<file path="config.mk">
export PLATFORM = sky130hd
export DESIGN_NAME = next_pc_unit
export DESIGN_NICKNAME = d
export VERILOG_FILES = /design/src/rtl/next_pc_unit.sv
export SDC_FILE = /design/constraint.sdc
export NUM_CORES = 1
export LEC_CHECK = 0
export CELL_PAD_IN_SITES_DETAIL_PLACEMENT = 1
export CELL_PAD_IN_SITES_GLOBAL_PLACEMENT = 1
export CORE_UTILIZATION = 34
export DETAILED_ROUTE_END_ITERATION = 10
export PLACE_DENSITY = 0.85
export SETUP_SLACK_MARGIN = 0.15
export SYNTH_ARGS = -nofsm -noshare
export SYNTH_HDL_FRONTEND = slang
export SYNTH_SLANG_ARGS = --single-unit
export TNS_END_PERCENT = 100
</file>
<file path="constraint.sdc">
create_clock -name Clk -period 3.2 [get_ports Clk]
set_input_delay 0.96 -clock Clk [delete_from_list [all_inputs] [get_ports Clk]]
set_output_delay 0.96 -clock Clk [all_outputs]
set_load 0.05 [all_outputs]
</file>
<file path="src/rtl/next_pc_unit.sv">
// Fetch PC register with jr/jump/branch redirect, one-deep redirect buffer and IF/ID flush.
// Latency: a redirect reaches pcOut on the next edge when stall is low; pcPlus4 is combinational.
// Backpressure: stall freezes pcOut; a redirect seen under stall is buffered and loaded on release.
module next_pc_unit #(
  parameter logic [31:0] RESET_PC = 32'h0000_0000
) (
  input  logic        Clk,
  input  logic        Reset,
  input  logic        stall,
  input  logic [31:0] idPcPlus4,
  input  logic        jumpEn,
  input  logic [27:0] jumpTarget28,
  input  logic        branchEn,
  input  logic [15:0] branchImm,
  input  logic        jrEn,
  input  logic [31:0] jrTarget,
  output logic [31:0] pcOut,
  output logic [31:0] pcPlus4,
  output logic        flush,
  output logic        redirectPending
);

  typedef enum logic {
    ST_RUN  = 1'b0,
    ST_HELD = 1'b1
  } state_t;

  state_t      state_q, state_d;
  logic [31:0] pc_q, pc_d;
  logic [31:0] buf_q, buf_d;
  logic        flush_q, flush_d;

  logic        redirect;
  logic [31:0] jump_tgt;
  logic [31:0] branch_tgt;
  logic [31:0] jr_tgt;
  logic [31:0] sel_tgt;
  logic [31:0] branch_off;

  // Candidate targets and priority select (jr over jump over branch).
  always_comb begin
    branch_off = {{14{branchImm[15]}}, branchImm, 2'b00};
    jump_tgt   = {idPcPlus4[31:28], jumpTarget28};
    branch_tgt = idPcPlus4 + branch_off;
    jr_tgt     = {jrTarget[31:2], 2'b00};
    redirect   = jrEn | jumpEn | branchEn;
    if (jrEn) begin
      sel_tgt = jr_tgt;
    end else if (jumpEn) begin
      sel_tgt = jump_tgt;
    end else begin
      sel_tgt = branch_tgt;
    end
  end

  // State register: RUN/HELD plus PC, buffered target and flush pulse.
  always_ff @(posedge Clk or negedge Reset) begin
    if (!Reset) begin
      state_q <= ST_RUN;
      pc_q    <= RESET_PC;
      buf_q   <= 32'h0000_0000;
      flush_q <= 1'b0;
    end else begin
      state_q <= state_d;
      pc_q    <= pc_d;
      buf_q   <= buf_d;
      flush_q <= flush_d;
    end
  end

  // Next state: any unstalled edge returns to RUN; a redirect under stall parks in HELD.
  always_comb begin
    state_d = state_q;
    if (!stall) begin
      state_d = ST_RUN;
    end else if (redirect) begin
      state_d = ST_HELD;
    end
  end

  // Datapath next values: live redirect beats the buffered one at stall release.
  always_comb begin
    pc_d    = pc_q;
    buf_d   = buf_q;
    flush_d = 1'b0;
    if (!stall) begin
      buf_d = 32'h0000_0000;
      if (redirect) begin
        pc_d    = sel_tgt;
        flush_d = 1'b1;
      end else if (state_q == ST_HELD) begin
        pc_d    = buf_q;
        flush_d = 1'b1;
      end else begin
        pc_d    = pc_q + 32'd4;
      end
    end else if (redirect) begin
      buf_d = sel_tgt;
    end
  end

  // Outputs: PC and flush straight from registers, pending decoded from state.
  always_comb begin
    pcOut           = pc_q;
    pcPlus4         = pc_q + 32'd4;
    flush           = flush_q;
    redirectPending = (state_q == ST_HELD);
  end

endmodule

</file>
==> impl_metrics.xml <==
<?xml version="1.0" encoding="UTF-8"?>
<metrics>
  <group name="critical_path">
    <metric name="sort_of_element_at_the_end_of_the_critical_path" unit="">flip-flop</metric>
    <metric name="ff2ff_path_depth" unit="">13</metric>
    <metric name="path_cells" unit="">buf_6 &gt; ha_4 &gt; buf_6 &gt; inv_2 &gt; fa_2 &gt; nor2b_2 &gt; o211ai_1 &gt; a211o_1 &gt; a311oi_4 &gt; buf_4 &gt; nor2_4 &gt; a211oi_2 &gt; buf_4 &gt; nand2_2 &gt; a21oi_2</metric>
    <metric name="timing.rr.end" unit="">pcOut[17]</metric>
    <metric name="worst-path-stages" unit="">15</metric>
    <metric name="worst_path_dominant_cell_family" unit="">compound AO/OA/AOI/OAI gates</metric>
    <metric name="worst-path-buf-inv" unit="">5</metric>
    <metric name="worstReg2RegStart" unit="">pcOut[5]</metric>
    <metric name="kind_of_start_point_of_the_critical_path" unit="">input pin</metric>
    <metric name="criticalPathCategory" unit="">in -&gt; reg</metric>
    <metric name="critPathArrivalTime" unit="ns">4.08</metric>
    <metric name="crit_path_top_delay_cell" unit="">sky130_fd_sc_hd__a211oi_2</metric>
    <metric name="worst-endpoint-required" unit="ns">3.48</metric>
    <metric name="critical_path_peak_fanout" unit="">3</metric>
    <metric name="reg2reg_setup_slack" unit="ns">-0.44</metric>
    <metric name="slowest_delay" unit="ns">0.56</metric>
  </group>
  <group name="synth">
    <metric name="synth_async_sr_flop_share" unit="%">100</metric>
    <metric name="yosysMostFrequentCell" unit="">sky130_fd_sc_hd__nand2_1</metric>
    <metric name="synthDominantAreaCellType" unit="">sky130_fd_sc_hd__dfrtp_1</metric>
    <metric name="synth_enable_flop_cells" unit="">0</metric>
    <metric name="mappedNetlistArea" unit="sq um">5670</metric>
    <metric name="synth-xor-area-share" unit="%">7.41</metric>
    <metric name="synthTopCellsByArea" unit="">sky130_fd_sc_hd__dfrtp_1, sky130_fd_sc_hd__ha_1, sky130_fd_sc_hd__a21oi_1</metric>
    <metric name="synth-seq-area-share" unit="%">29.1</metric>
    <metric name="synthFlopType" unit="">sky130_fd_sc_hd__dfrtp_1</metric>
    <metric name="synth.lib_cells_used.distinct" unit="">71</metric>
    <metric name="synth_commonest_cells" unit="">sky130_fd_sc_hd__nand2_1, sky130_fd_sc_hd__a21oi_1, sky130_fd_sc_hd__dfrtp_1, sky130_fd_sc_hd__nor2_1, sky130_fd_sc_hd__clkbuf_1</metric>
    <metric name="synth-warning-count" unit="">0</metric>
    <metric name="synth_area_per_cell" unit="sq um">8.17</metric>
    <metric name="combinational_family_with_the_most_area_after_synthesis" unit="">compound AO/OA/AOI/OAI gates</metric>
    <metric name="yosys_register_bits" unit="">66</metric>
    <metric name="mappedNetlistNets" unit="">839</metric>
    <metric name="netlist.area_leader.share" unit="%">29.1</metric>
    <metric name="synth_simple_gate_area_share" unit="%">18.7</metric>
    <metric name="synth.mux.area_fraction" unit="%">4.68</metric>
    <metric name="adder_cell_fraction_of_synth_area" unit="%">6.97</metric>
    <metric name="synth_compound_area_share" unit="%">28.6</metric>
    <metric name="netlist_instances" unit="">694</metric>
  </group>
  <group name="clock_network">
    <metric name="clock-sinks" unit="">66</metric>
    <metric name="cts_tree" unit="">built</metric>
    <metric name="clock_latency" unit="ns">0.36</metric>
    <metric name="cts_max_path_buffers" unit="">2</metric>
    <metric name="post_cts_hold_buffer_count" unit="">0</metric>
    <metric name="cts_h_tree_lvls" unit="">3</metric>
    <metric name="cts.clk_slew.worst_paths" unit="ns">0.06</metric>
    <metric name="tritoncts.num_buffers" unit="">9</metric>
    <metric name="cts-root-buf" unit="">sky130_fd_sc_hd__clkbuf_16</metric>
  </group>
  <group name="sta">
    <metric name="hold_slack" unit="ns">0.582</metric>
    <metric name="worst_slew_pin_slew" unit="ns">1.10</metric>
    <metric name="timing.slew.headroom" unit="%">26.2</metric>
    <metric name="grt_setup_unrepaired" unit="">yes</metric>
    <metric name="min_period" unit="ns">3.80</metric>
    <metric name="fin_tns_setup" unit="ns">-13.28</metric>
    <metric name="layout_setup_ws" unit="ns">-0.602</metric>
    <metric name="report.final.hold_viol_count" unit="">0</metric>
    <metric name="final_worst_path_period_share" unit="%">119</metric>
    <metric name="setup_viol" unit="">63</metric>
    <metric name="final.setup_skew" unit="ns">0.00828</metric>
    <metric name="timing.fmax" unit="MHz">263</metric>
    <metric name="timing.final.max_slew_violations" unit="">0</metric>
  </group>
  <group name="detailed_routing">
    <metric name="drt-initial-drc-count" unit="">1236</metric>
    <metric name="avgViaCountPerCell" unit="">7.25</metric>
    <metric name="route.antenna.remaining_nets" unit="">0</metric>
    <metric name="vias_after_detailed_routing" unit="">9405</metric>
    <metric name="drtPass1Iterations" unit="">8</metric>
    <metric name="drc" unit="">0</metric>
    <metric name="wl" unit="microns">49700</metric>
    <metric name="route.detailed.wl_per_inst" unit="microns">38.4</metric>
  </group>
  <group name="status">
    <metric name="failed_checks" unit="">setup timing</metric>
    <metric name="outcome" unit="">finished, violations left</metric>
  </group>
  <group name="floorplan">
    <metric name="floorplan.die.width" unit="microns">131</metric>
    <metric name="die_outline_area" unit="sq um">17200</metric>
    <metric name="floorplan.core_area" unit="sq um">16100</metric>
    <metric name="start_util" unit="%">35.3</metric>
    <metric name="std_cell_rows" unit="">46</metric>
    <metric name="dieHeight" unit="microns">131</metric>
    <metric name="io_pins" unit="">180</metric>
  </group>
  <group name="cells_and_area">
    <metric name="final_nets" unit="">1217</metric>
    <metric name="area_growth_syn_to_layout" unit="%">102</metric>
    <metric name="fillCellCount" unit="">1631</metric>
    <metric name="layout.area.seq" unit="sq um">1670</metric>
    <metric name="stdcell_area" unit="sq um">11400</metric>
    <metric name="layout-drive-gt1-share" unit="%">48.1</metric>
    <metric name="multiInputGateArea" unit="sq um">5300</metric>
  </group>
  <group name="global_route">
    <metric name="grtUsageTotal" unit="%">39.1</metric>
    <metric name="pin_count_of_the_biggest_net_entering_global_routing" unit="">47</metric>
    <metric name="antenna_found_initial" unit="">5</metric>
    <metric name="wire_length_of_the_first_global_routing_pass" unit="microns">51700</metric>
    <metric name="first_global_vias" unit="">8522</metric>
    <metric name="grt_overflow" unit="">0</metric>
  </group>
  <group name="place">
    <metric name="place.port_buffers" unit="">177</metric>
    <metric name="dp_slack" unit="ns">-0.841</metric>
    <metric name="placed_cell_area" unit="sq um">9170</metric>
    <metric name="gpl.final_weighted_congestion" unit="">0.914</metric>
    <metric name="detailed_place_hpwl" unit="microns">19200</metric>
  </group>
  <group name="worst_hold_path">
    <metric name="number_of_cells_on_the_worst_hold_path" unit="">2</metric>
    <metric name="hold_end" unit="">pcOut[1]</metric>
    <metric name="hold_class" unit="">reg -&gt; reg</metric>
    <metric name="holdCritStartpoint" unit="">pcOut[1]</metric>
  </group>
  <group name="power_and_ir_drop">
    <metric name="power_per_cell_area" unit="nW/um^2">425</metric>
    <metric name="leakage" unit="nW">4.82</metric>
    <metric name="report.power.total" unit="W">0.00486</metric>
    <metric name="peakVddDrop" unit="V">0.000370</metric>
  </group>
  <group name="job">
    <metric name="max_cap_violations" unit="">0</metric>
  </group>
</metrics>
[state kept, by name (all words and copies together) (netlist names)]
name	flops
buf_q	32
pcOut	32
flush	1
redirectPending	1
[per-stage QoR]
step | utilization [%] | cells
6_report | 71.3 | 1297
5_1_grt | 71.3 | 1296
4_1_cts | 65.9 | 1248
3_5_place_dp | 57.1 | 1174
3_3_place_gp | 57.1 | 1174
2_1_floorplan | - | 694
[placed cells by master, fill, tap and decap left out, drive strengths merged, types with 6 or more instances in the layout]
| cell | count |
|---|---|
| a21oi | 67 |
| nor3 | 18 |
| o211ai | 8 |
| a22oi | 6 |
| inv | 18 |
| nand2 | 82 |
| o31ai | 12 |
| a221oi | 6 |
| clkbuf | 27 |
| a211oi | 9 |
| dfrtp | 66 |
| clkdlybuf4s50 | 112 |
| mux2 | 12 |
| nand3 | 18 |
| nand4 | 14 |
| nand2b | 10 |
| and4 | 6 |
| o21ai | 54 |
| xnor2 | 33 |
| xor2 | 15 |
| buf | 268 |
| ha | 30 |
| a221o | 7 |
| a31oi | 8 |
| a21o | 16 |
| nor2 | 49 |
| o21a | 7 |
| a2111oi | 6 |
| mux2i | 13 |
| and3 | 6 |
| dlygate4sd2 | 14 |
[per-layer routing]
layer	vias up	wire length (microns)	global-route usage, %
met1	4429	15500	45.1
met2	1122	21400	68.1
met4	2	6330	23.0
met3	515	6400	6.25
li1	3337	-	-
met5	-	53	0
[what timing repair did]
item | 4_1_cts | 5_1_grt
endpoints found under the setup margin | 69 | 68
hold endpoints to repair | 0 | 0
pin swaps | 92 | 107
gates resized for setup | 204 | 129
setup buffers | 58 | 45
[cell families (layout without fill, tap and decap cells)]
kind of cell               after synthesis  after routing
other                                    0              4
DFF                                     66             66
and+or+nand+nor                        220            220
xor gates and xnor gates                48             48
AOI/OAI and AO/OA                      240            240
adders and majority gates               31             31
muxes                                   25             25
buffers and inverters                   64            447
[cell type report]
class | count | area share [%]
antenna | 4 | 0.0875
clock buffer | 14 | 2.39
clock inverter | 2 | 0.0875
inverter | 18 | 0.590
multi-input combinational | 564 | 46.3
sequential | 66 | 14.6
tap | 216 | 2.36
timing repair buffer | 413 | 33.6
[worst max-delay path by stage]
stage | startpoint | end | slack, ns
after CTS | idPcPlus4[3] | pcOut[21] | -0.18
after floorplan | pcOut[20] | pcPlus4[31] | -0.04
after detailed placement | branchImm[1] | pcOut[19] | -0.84
final | branchImm[0] | buf_q[26] | -0.60
after global placement | idPcPlus4[3] | pcOut[21] | -0.71
after global routing | jumpEn | pcOut[11] | -0.69
[worst register-to-register path, cell delays in order, from the launching register on]
cell and delay [ns]:
sky130_fd_sc_hd__dfrtp_2 0.42, sky130_fd_sc_hd__nand2_2 0.12, sky130_fd_sc_hd__nor3_4 0.29, sky130_fd_sc_hd__nand4_1 0.28, sky130_fd_sc_hd__buf_4 0.26, sky130_fd_sc_hd__buf_6 0.13
sky130_fd_sc_hd__xnor2_4 0.15, sky130_fd_sc_hd__buf_6 0.14, sky130_fd_sc_hd__buf_4 0.13, sky130_fd_sc_hd__buf_4 0.14, sky130_fd_sc_hd__mux2i_1 0.61, sky130_fd_sc_hd__nor2_1 0.38
sky130_fd_sc_hd__a21oi_2 0.29, sky130_fd_sc_hd__a21oi_1 0.14
[report_power, final]
part | switching, W | total, W | internal, W
logic | 0.00161 | 0.00275 | 0.00114
clock network | 0.000457 | 0.00105 | 0.000589
registers | 0.000142 | 0.00107 | 0.000924
Note: power is estimated with default switching activity, not from simulation.
